## config.mk

```make
export PLATFORM = sky130hd
export DESIGN_NAME = core_seq
export DESIGN_NICKNAME = d
export VERILOG_FILES = /design/src/rtl/core_seq_pkg.sv /design/src/rtl/core_seq_pc.sv /design/src/rtl/core_seq.sv
export SDC_FILE = /design/constraint.sdc
export NUM_CORES = 1
export LEC_CHECK = 0
export ABC_AREA = 1
export CELL_PAD_IN_SITES_DETAIL_PLACEMENT = 1
export CELL_PAD_IN_SITES_GLOBAL_PLACEMENT = 1
export CORE_ASPECT_RATIO = 1.2
export CORE_UTILIZATION = 30
export DETAILED_ROUTE_END_ITERATION = 16
export PLACE_DENSITY = 0.78
export SLEW_MARGIN = 20
export SYNTH_ARGS = -nofsm -noshare
export SYNTH_HDL_FRONTEND = slang
export SYNTH_SLANG_ARGS = --single-unit
export TNS_END_PERCENT = 20
```

## constraint.sdc

```tcl
create_clock -name CLK -period 2.2 [get_ports CLK]
set_input_delay 0.44 -clock CLK [delete_from_list [all_inputs] [get_ports CLK]]
set_output_delay 0.44 -clock CLK [all_outputs]
set_load 0.05 [all_outputs]
```

## src/rtl/core_seq_pkg.sv

```systemverilog
// Shared types and default sizing for the core_seq sequencer slice.
package core_seq_pkg;

    localparam int DEF_PCW      = 10;
    localparam int DEF_IW       = 9;
    localparam int DEF_OFFW     = 8;
    localparam int DEF_CTW      = 16;
    localparam int DEF_WDOG_MAX = 15;

    typedef enum logic [2:0] {
        ST_IDLE  = 3'd0,
        ST_FETCH = 3'd1,
        ST_EXEC  = 3'd2,
        ST_MEM   = 3'd3,
        ST_HALT  = 3'd4
    } state_e;

endpackage

```

## src/rtl/core_seq_pc.sv

```systemverilog
// Program counter register with next-PC mux: clear, sequential step, or
// signed-direction branch by an unsigned magnitude, all modulo 2^PCW.
module core_pc #(
    parameter int PCW  = 10,
    parameter int OFFW = 8
) (
    input  logic            clk_i,
    input  logic            rst_ni,
    input  logic            clear_i,
    input  logic            adv_i,
    input  logic            branch_i,
    input  logic            bsign_i,
    input  logic [OFFW-1:0] boffset_i,
    output logic [PCW-1:0]  pc_o
);

    logic [PCW-1:0] pc_q, pc_d;
    logic [PCW-1:0] off_ext;

    assign off_ext = PCW'(boffset_i);

    always_comb begin
        pc_d = pc_q;
        if (clear_i) begin
            pc_d = '0;
        end else if (adv_i) begin
            if (branch_i) begin
                pc_d = bsign_i ? (pc_q - off_ext) : (pc_q + off_ext);
            end else begin
                pc_d = pc_q + PCW'(1);
            end
        end
    end

    always_ff @(posedge clk_i or negedge rst_ni) begin
        if (!rst_ni) begin
            pc_q <= '0;
        end else begin
            pc_q <= pc_d;
        end
    end

    assign pc_o = pc_q;

endmodule

```

## src/rtl/core_seq.sv

```systemverilog
// Fetch/execute/memory sequencer with retire and cycle counters.
// Define CORE_SEQ_WDOG_EN to add the data-memory watchdog (WDOG_MAX cycles).
module core_seq
    import core_seq_pkg::*;
#(
    parameter int PCW      = DEF_PCW,
    parameter int IW       = DEF_IW,
    parameter int OFFW     = DEF_OFFW,
    parameter int CTW      = DEF_CTW
`ifdef CORE_SEQ_WDOG_EN
    ,
    parameter int WDOG_MAX = DEF_WDOG_MAX
`endif
) (
    input  logic            CLK,
    input  logic            reset_n,
    input  logic            start,
    output logic [PCW-1:0]  imem_addr,
    input  logic [IW-1:0]   imem_rdata,
    input  logic            imem_valid,
    input  logic            is_mem,
    input  logic            branch_en,
    input  logic            bsign,
    input  logic [OFFW-1:0] boffset,
    input  logic            halt_req,
    output logic            dmem_req,
    input  logic            dmem_ack,
    output logic [IW-1:0]   inst,
    output logic            ex_valid,
    output logic            halt,
    output logic            fault,
    output logic [CTW-1:0]  cycle_ct,
    output logic [CTW-1:0]  retire_ct
);

    state_e         state_q, state_d;
    logic [IW-1:0]  inst_q, inst_d;
    logic [CTW-1:0] cycle_q, cycle_d;
    logic [CTW-1:0] retire_q, retire_d;
    logic [PCW-1:0] pc;
    logic           ex_valid_c;
    logic           pc_adv;
    logic           pc_branch;
    logic           wdog_expire;
    logic           active;

    core_pc #(
        .PCW  (PCW),
        .OFFW (OFFW)
    ) u_pc (
        .clk_i     (CLK),
        .rst_ni    (reset_n),
        .clear_i   (start),
        .adv_i     (pc_adv),
        .branch_i  (pc_branch),
        .bsign_i   (bsign),
        .boffset_i (boffset),
        .pc_o      (pc)
    );

`ifdef CORE_SEQ_WDOG_EN
    localparam int WDW = (WDOG_MAX > 1) ? $clog2(WDOG_MAX) : 1;

    logic [WDW-1:0] wdog_q, wdog_d;
    logic           fault_q, fault_d;

    assign wdog_expire = (wdog_q == WDW'(WDOG_MAX - 1));

    always_comb begin
        wdog_d  = (state_q == ST_MEM) ? (wdog_q + WDW'(1)) : '0;
        fault_d = fault_q;
        if (start) begin
            fault_d = 1'b0;
        end else if (state_q == ST_MEM && !dmem_ack && wdog_expire) begin
            fault_d = 1'b1;
        end
    end

    always_ff @(posedge CLK or negedge reset_n) begin
        if (!reset_n) begin
            wdog_q  <= '0;
            fault_q <= 1'b0;
        end else begin
            wdog_q  <= wdog_d;
            fault_q <= fault_d;
        end
    end

    assign fault = fault_q;
`else
    assign wdog_expire = 1'b0;
    assign fault       = 1'b0;
`endif

    // start overrides every state decision, including a pending retire
    always_comb begin
        state_d    = state_q;
        ex_valid_c = 1'b0;
        pc_adv     = 1'b0;
        pc_branch  = 1'b0;
        unique case (state_q)
            ST_IDLE: ;
            ST_FETCH: begin
                if (imem_valid) state_d = ST_EXEC;
            end
            ST_EXEC: begin
                if (halt_req) begin
                    ex_valid_c = 1'b1;
                    state_d    = ST_HALT;
                end else if (is_mem) begin
                    state_d = ST_MEM;
                end else begin
                    ex_valid_c = 1'b1;
                    pc_adv     = 1'b1;
                    pc_branch  = branch_en;
                    state_d    = ST_FETCH;
                end
            end
            ST_MEM: begin
                if (dmem_ack) begin
                    ex_valid_c = 1'b1;
                    pc_adv     = 1'b1;
                    state_d    = ST_FETCH;
                end else if (wdog_expire) begin
                    state_d = ST_HALT;
                end
            end
            ST_HALT: ;
            default: state_d = ST_IDLE;
        endcase
        if (start) begin
            state_d    = ST_FETCH;
            ex_valid_c = 1'b0;
            pc_adv     = 1'b0;
            pc_branch  = 1'b0;
        end
    end

    assign active = (state_q == ST_FETCH) || (state_q == ST_EXEC) || (state_q == ST_MEM);

    always_comb begin
        inst_d   = inst_q;
        cycle_d  = cycle_q;
        retire_d = retire_q;
        if (!start && state_q == ST_FETCH && imem_valid) begin
            inst_d = imem_rdata;
        end
        if (start) begin
            cycle_d  = '0;
            retire_d = '0;
        end else begin
            if (active && cycle_q != '1) cycle_d = cycle_q + CTW'(1);
            if (ex_valid_c && retire_q != '1) retire_d = retire_q + CTW'(1);
        end
    end

    always_ff @(posedge CLK or negedge reset_n) begin
        if (!reset_n) begin
            state_q  <= ST_IDLE;
            inst_q   <= '0;
            cycle_q  <= '0;
            retire_q <= '0;
        end else begin
            state_q  <= state_d;
            inst_q   <= inst_d;
            cycle_q  <= cycle_d;
            retire_q <= retire_d;
        end
    end

    // dmem_req follows MEM residency, so reset drops it asynchronously
    assign dmem_req  = (state_q == ST_MEM);
    assign halt      = (state_q == ST_HALT);
    assign imem_addr = pc;
    assign inst      = inst_q;
    assign ex_valid  = ex_valid_c;
    assign cycle_ct  = cycle_q;
    assign retire_ct = retire_q;

endmodule
```

[Word-level counts from Yosys, hierarchy flattened]
Index checks and enable logic that the tools add are counted.
Cells by class
  reductions and logical operators: 13
  add/subtract/negate cells: 5
  muxes and demuxes: 26
  eq/ne operators: 9
Operators by type and width (count)
  $mux 16: 4
  $mux 10: 4
  $add 16x1->16 const B: 2
  $ne 16x16->1 const B: 2
  $mux 3: 4
  $pmux 3 s4: 1
  $add 10x1->10 const B: 1
  $add 10x8->10: 1
  $mux 1: 10
  $sub 10x8->10: 1
  $eq 3x2->1 const B: 2
  $reduce_bool 2->1: 3
  $logic_and 1x1->1: 4
  $pmux 1 s2: 2
  $eq 3x1->1 const B: 1
  $eq 3x3->1 const B: 1
  $logic_not 3->1: 1
  $ne 3x2->1 const B: 1
  $ne 3x3->1 const B: 1
  $reduce_and 3->1: 1
  $logic_or 1x1->1: 2
  $mux 2: 1
  $ne 2x1->1 const B: 1
  $reduce_or 2->1: 1
  $logic_not 1->1: 1
Storage, ports and cells
  output and inout bits: 55
  bits in registers: 54
  logic and storage cells: 58

[Depth between registers and ports, before layout]
  word-level depth: 7
  gate-level depth with buffers: 17

[Modules after synthesis]
A second synthesis with hierarchy kept.
Unflattened totals
  cell total of the unflattened synthesis: 531
  area, all modules: 3708.6 um^2
Modules (own cells, without submodules)
  core_seq: times used 1, area an instance 2663.8 um^2, cells an instance 375
  core_pc: times used 1, area an instance 1044.8 um^2, cells an instance 156

[Worst setup path after synthesis]
No wires, ideal clock.
  path kind: input port to flip-flop
  from: in start
  to: reg u_pc.pc_q[9] (netlist: u_pc.pc_o[9])
  setup slack: -0.065 ns
  arrival: 2.147 ns
  stages: 15
  data required time: 2.082 ns
  cells stage by stage: buf_6 inv_8 nand2_1 nor2_2 inv_1 a21oi_1 o21a_1 ha_1 a21oi_1 nand2_1 nand2_1 nand3_1 nand3b_1 nand3_1 nand2_1
On the way
  longest elaborated chain between the ends: 4
  elaborated cells between the ends (all ways): 6
  those cells by class: mux: 5; reduce/logical: 1
Ends and longest elaborated chain
  start, declared: line core_seq.sv:17  | input logic start,
  $mux 1: line core_seq.sv:131  | if (start) begin
  $mux 10: line core_seq_pc.sv:27  | if (branch_i) begin
  $mux 10: line core_seq_pc.sv:26  | end else if (adv_i) begin
  $mux 10: line core_seq_pc.sv:24  | if (clear_i) begin
  end signal, assigned: line core_seq_pc.sv:39  | pc_q <= pc_d;
  end, declared: line core_seq_pc.sv:17  | logic [PCW-1:0] pc_q, pc_d;
Parallel ways exist; a longest one is shown, timed or not. The select of a mux whose other input is x is not followed.
A chain may end at the register's enable or synchronous reset.

[Worst setup path in the final report]
  from: reg state_q[1]
  to: reg u_pc.pc_q[5] (netlist: u_pc.pc_o[5])
On the way
  longest elaborated chain between the ends: 6
  elaborated cells between the ends (all ways): 10
  those cells by class: eq/ne: 2; mux: 7; reduce/logical: 1
Ends and longest elaborated chain
  start, declared: line core_seq.sv:36  | state_e state_q, state_d;
  start signal, assigned: line core_seq.sv:164  | state_q <= state_d;
  $eq 3x2->1: line core_seq.sv:101  | unique case (state_q)
  $mux 1: line core_seq.sv:101
  $mux 1: line core_seq.sv:131
  $mux 10: line core_seq_pc.sv:27
  $mux 10: line core_seq_pc.sv:26
  $mux 10: line core_seq_pc.sv:24
Parallel ways exist; a longest one is shown, timed or not. The select of a mux whose other input is x is not followed.

==> flow_metrics.env <==
export IMPL_drt_first_pass_iters=4
export IMPL_final_period_minus_worst_setup_slack_ps=2310
export IMPL_drtIter0Drc=93
export IMPL_ys_ff_latch=54
export IMPL_cts_made_buffers=5
export IMPL_port_buffers=79
export IMPL_areaGrowthSynthToFinish_pct=45.3
export IMPL_startpoint_to_endpoint_class_of_the_critical_path="reg -> reg"
export IMPL_synth_simple_gate_area_share_pct=32.2
export IMPL_worst_skew_pair_late_latency_ps=290
export IMPL_maximum_net_fanout_on_the_critical_path=4
export IMPL_drv_cap=0
export IMPL_violations_in_the_final_reports="setup timing"
export IMPL_synth_edf_count=0
export IMPL_clock_tree_root_cell="sky130_fd_sc_hd__clkbuf_16"
export IMPL_global_route_usage_total_pct=19.3
export IMPL_route_vias_total=3758
export IMPL_dp_final_hpwl_um=8650
export IMPL_post_synth_net_total=520
export IMPL_synth_fa_ha_area_share_pct=4.69
export IMPL_detail_route_wl_per_cell_um=15.4
export IMPL_synthMuxAreaShare_pct=2.80
export IMPL_commonest_cells_after_routing_fill_and_taps_aside="105 x sky130_fd_sc_hd__nand2_1, 65 x sky130_fd_sc_hd__clkdlybuf4s50_1, 54 x sky130_fd_sc_hd__dfrtp_1, 48 x sky130_fd_sc_hd__buf_4"
export IMPL_cts_tree="yes"
export IMPL_fmaxAchievable_mhz=433
export IMPL_cellPowerDensity_mw_per_mm2=704
export IMPL_seq_power_share_pct=33.2
export IMPL_worst_pin_slew_ps=524
export IMPL_design_core_area_mm2=0.0117
export IMPL_final_critical_path_share_of_the_clock_period_pct=105
export IMPL_totalNegativeSetupSlack_ps=-336
export IMPL_cts_sink_count=54
export IMPL_die_height_um=122
export IMPL_finalSetupViolCount=5
export IMPL_cp_bufs_invs=3
export IMPL_netlist_instances=481
export IMPL_layout_cells_most_common="sky130_fd_sc_hd__nand2_1"
export IMPL_post_synth_xor_area_fraction_pct=5.07
export IMPL_hold_path_class="in -> async"
export IMPL_outcome="finished with violations"
export IMPL_antenna_violating_nets_post_route=0
export IMPL_crit_family="simple AND/OR/NAND/NOR gates"
export IMPL_syn_mean_instance_area_um2=7.54
export IMPL_initial_core_util_pct=31.0
export IMPL_grt_pass1_vias=3971
export IMPL_yosysWarnings=0
export IMPL_vias_per_cell=4.88
export IMPL_h_tree_depth=2
export IMPL_placed_cells_incl_taps=752
export IMPL_synth_async_reset_ratio_pct=100
export IMPL_ys_types=38
export IMPL_antenna_found_initial=1
export IMPL_timing_max_transition_violations_final=0
export IMPL_hold_viol_final=0
export IMPL_place_gp_congestion=0.913
export IMPL_synth_top_flop_cell="sky130_fd_sc_hd__dfrtp_1"
export IMPL_grt_pass1_wl_um=18800
export IMPL_synth_compound_gate_area_share_pct=10.3
export IMPL_clock_power_share_pct=22.4
export IMPL_cpMaxStageDelayCell="sky130_fd_sc_hd__dfrtp_1"
export IMPL_detail_route_wirelength_um=11800
export IMPL_grt_max_degree=55
export IMPL_setup_worst_path_start_class="flip-flop"
export IMPL_place_worst_setup_slack_ps=-692
export IMPL_number_of_rows_in_the_core_area=43
export IMPL_boundaryPins=81
export IMPL_syn_area_mm2=0.00362
export IMPL_drt_drc_violations_left=0
export IMPL_maximum_number_of_buffers_from_clock_root_to_sink=2
export IMPL_total_switching_power_mw=1.53
export IMPL_layout_nets=650
export IMPL_comb_power_share_pct=44.3
export IMPL_crit_path_end_kind="flip-flop"
export IMPL_post_route_worst_setup_slack_ps=-109
export IMPL_cellInternalPower_mw=2.18
export IMPL_peak_supply_drop_mv=0.406
export IMPL_main_combinational_cell_family_by_area_after_synthesis="simple AND/OR/NAND/NOR gates"
export IMPL_cts_reportedPaths_clkPinSlew_ps=70
export IMPL_maxSlewHeadroom_pct=65.0
export IMPL_arrival_ps=2490
export IMPL_grt_ovfl_total=0
export IMPL_drive_gt1_share_pct=24.0
export IMPL_final_cell_count_no_fill=770
export IMPL_cp_slowest_stage_delay_ps=370
export IMPL_fillerInstances=1458
export IMPL_synth_yosys_seq_area_share_pct=37.3
export IMPL_switching_share_pct=41.2
export IMPL_critPathRequiredTime_ps=2380
export IMPL_crit_path_cell_trace="inv_1 > nor2_2 > nand3_2 > nor2_4 > inv_2 > a21oi_2 > o21a_1 > ha_4 > nand2_4 > inv_2 > nand2_2 > nand2_2 > a21oi_2 > xor2_1 > o21ai_1"
export IMPL_grt_setup_unrepaired="yes"
export IMPL_die_x_um=102
export IMPL_leakagePower_nw=2.45
export IMPL_die_footprint_mm2=0.0125
export IMPL_finalClockSkew_ps=6.62
-- cell usage after synthesis (2+ instances only) --
library cell               number  share of area (%)
sky130_fd_sc_hd__xnor2_1        4               0.97
sky130_fd_sc_hd__a21oi_1       15                2.1
sky130_fd_sc_hd__nand4_1        9                1.6
sky130_fd_sc_hd__o21ai_2        6                1.4
sky130_fd_sc_hd__buf_4          2               0.41
sky130_fd_sc_hd__nand3b_1       2               0.41
sky130_fd_sc_hd__o31ai_1        3               0.62
sky130_fd_sc_hd__mux2_2         9                2.8
sky130_fd_sc_hd__o21ai_0       28                3.9
sky130_fd_sc_hd__buf_2          2               0.28
sky130_fd_sc_hd__nor2_2         3               0.52
sky130_fd_sc_hd__dfrtp_1       54                 37
sky130_fd_sc_hd__xor2_1        17                4.1
sky130_fd_sc_hd__nand2_2        9                1.6
sky130_fd_sc_hd__a31oi_1        3               0.52
sky130_fd_sc_hd__inv_1         53                5.5
sky130_fd_sc_hd__nand3_1       36                5.0
sky130_fd_sc_hd__nor2_1        55                5.7
sky130_fd_sc_hd__ha_1          12                4.1
sky130_fd_sc_hd__inv_2          4               0.41
sky130_fd_sc_hd__nor2_4         5                1.6
sky130_fd_sc_hd__nor3_2         2               0.55
sky130_fd_sc_hd__nor3_1        12                1.7
sky130_fd_sc_hd__o21a_1         2               0.41
sky130_fd_sc_hd__buf_6          2               0.62
sky130_fd_sc_hd__nand2_1      120                 12
-- layout make-up --
type                    instances  area (um^2)  area share (%)
diodes                          1         2.50          0.0475
flip-flops and latches         54         1350            25.7
clock inverters                 1         5.00          0.0950
clock buffers                   7          143            2.71
multi-input cells             363         2150            40.9
repair buffers                129         1190            22.6
well taps                     157          196            3.73
inverters                      58          225            4.28
-- final timing paths --
kind / start / endpoint / slack, ps / cells past startpoint
max in group asynchronous: reset_n / cycle_ct[9]$_DFFE_PN0P_ / 1790 / 2
worst max register to register: state_q[1]$_DFFE_PN0P_ / u_pc.pc_o[5]$_DFFE_PN0P_ / -110 / 15
worst max-delay path: state_q[1]$_DFFE_PN0P_ / u_pc.pc_o[5]$_DFFE_PN0P_ / -110 / 15
min in group CLK: inst[2]$_DFFE_PN0P_ / inst[2]$_DFFE_PN0P_ / 510 / 1
worst min register to register: inst[2]$_DFFE_PN0P_ / inst[2]$_DFFE_PN0P_ / 510 / 1
worst min-delay path: reset_n / retire_ct[0]$_DFFE_PN0P_ / 130 / 2
-- power by group through the flow --
stage,clock network [mW],logic [mW],registers [mW]
2_1_floorplan,0,0.552,1.66
3_3_place_gp,0,1.56,1.24
3_5_place_dp,0,1.60,1.25
4_1_cts,0.863,1.63,1.23
5_1_grt,0.889,1.75,1.25
6_report,0.833,1.64,1.23
-- sequential cells by signal, indices dropped and copies added (netlist names) --
signal,flops
cycle_ct,16
inst,9
retire_ct,16
state_q,3
u_pc.pc_o,10
-- through the flow --
stage	instance area (um^2)	power, mW	utilization, %	hold slack, ps
after detailed placement	4910	2.85	42.0	474
after CTS	5200	3.73	44.6	155
after global placement	4910	2.80	42.0	465
after floorplan	3630	2.22	-	144
after global routing	5260	3.90	45.1	162
final	5270	3.71	45.1	131
-- kinds of logic after synthesis --
| family | Yosys count |
|---|---|
| AOI/OAI and AO/OA | 62 |
| xor gates and xnor gates | 21 |
| adders and majority gates | 13 |
| buffers and inverters | 64 |
| DFF | 54 |
| muxes | 9 |
| other | 1 |
| and+or+nand+nor | 257 |
-- metal layers --
metal	share of wire, %	up-vias	track usage, %
met2	53	74	36.9
met1	42	1853	21.7
met4	2.0	0	5.54
met3	3.1	18	2.73
met5	0	-	0
li1	-	1813	-
-- worst register-to-register path, delay by kind of cell, from the launching register on --
family / cells / cell delay (ps)
AOI/OAI and AO/OA: 4 / 570
buffers and inverters: 3 / 190
xor gates and xnor gates: 1 / 190
DFF: 1 / 370
and+or+nand+nor: 6 / 640
adders and majority gates: 1 / 240
-- what timing repair did --
action                                  CTS  global route
buffers inserted                          7             2
resized for setup                        52            13
pin swaps                                19            10
hold buffers                              0             0
hold endpoints to repair                  0             0
endpoints found under the setup margin    7             7
No activity file was read; power rests on OpenSTA's default activity.
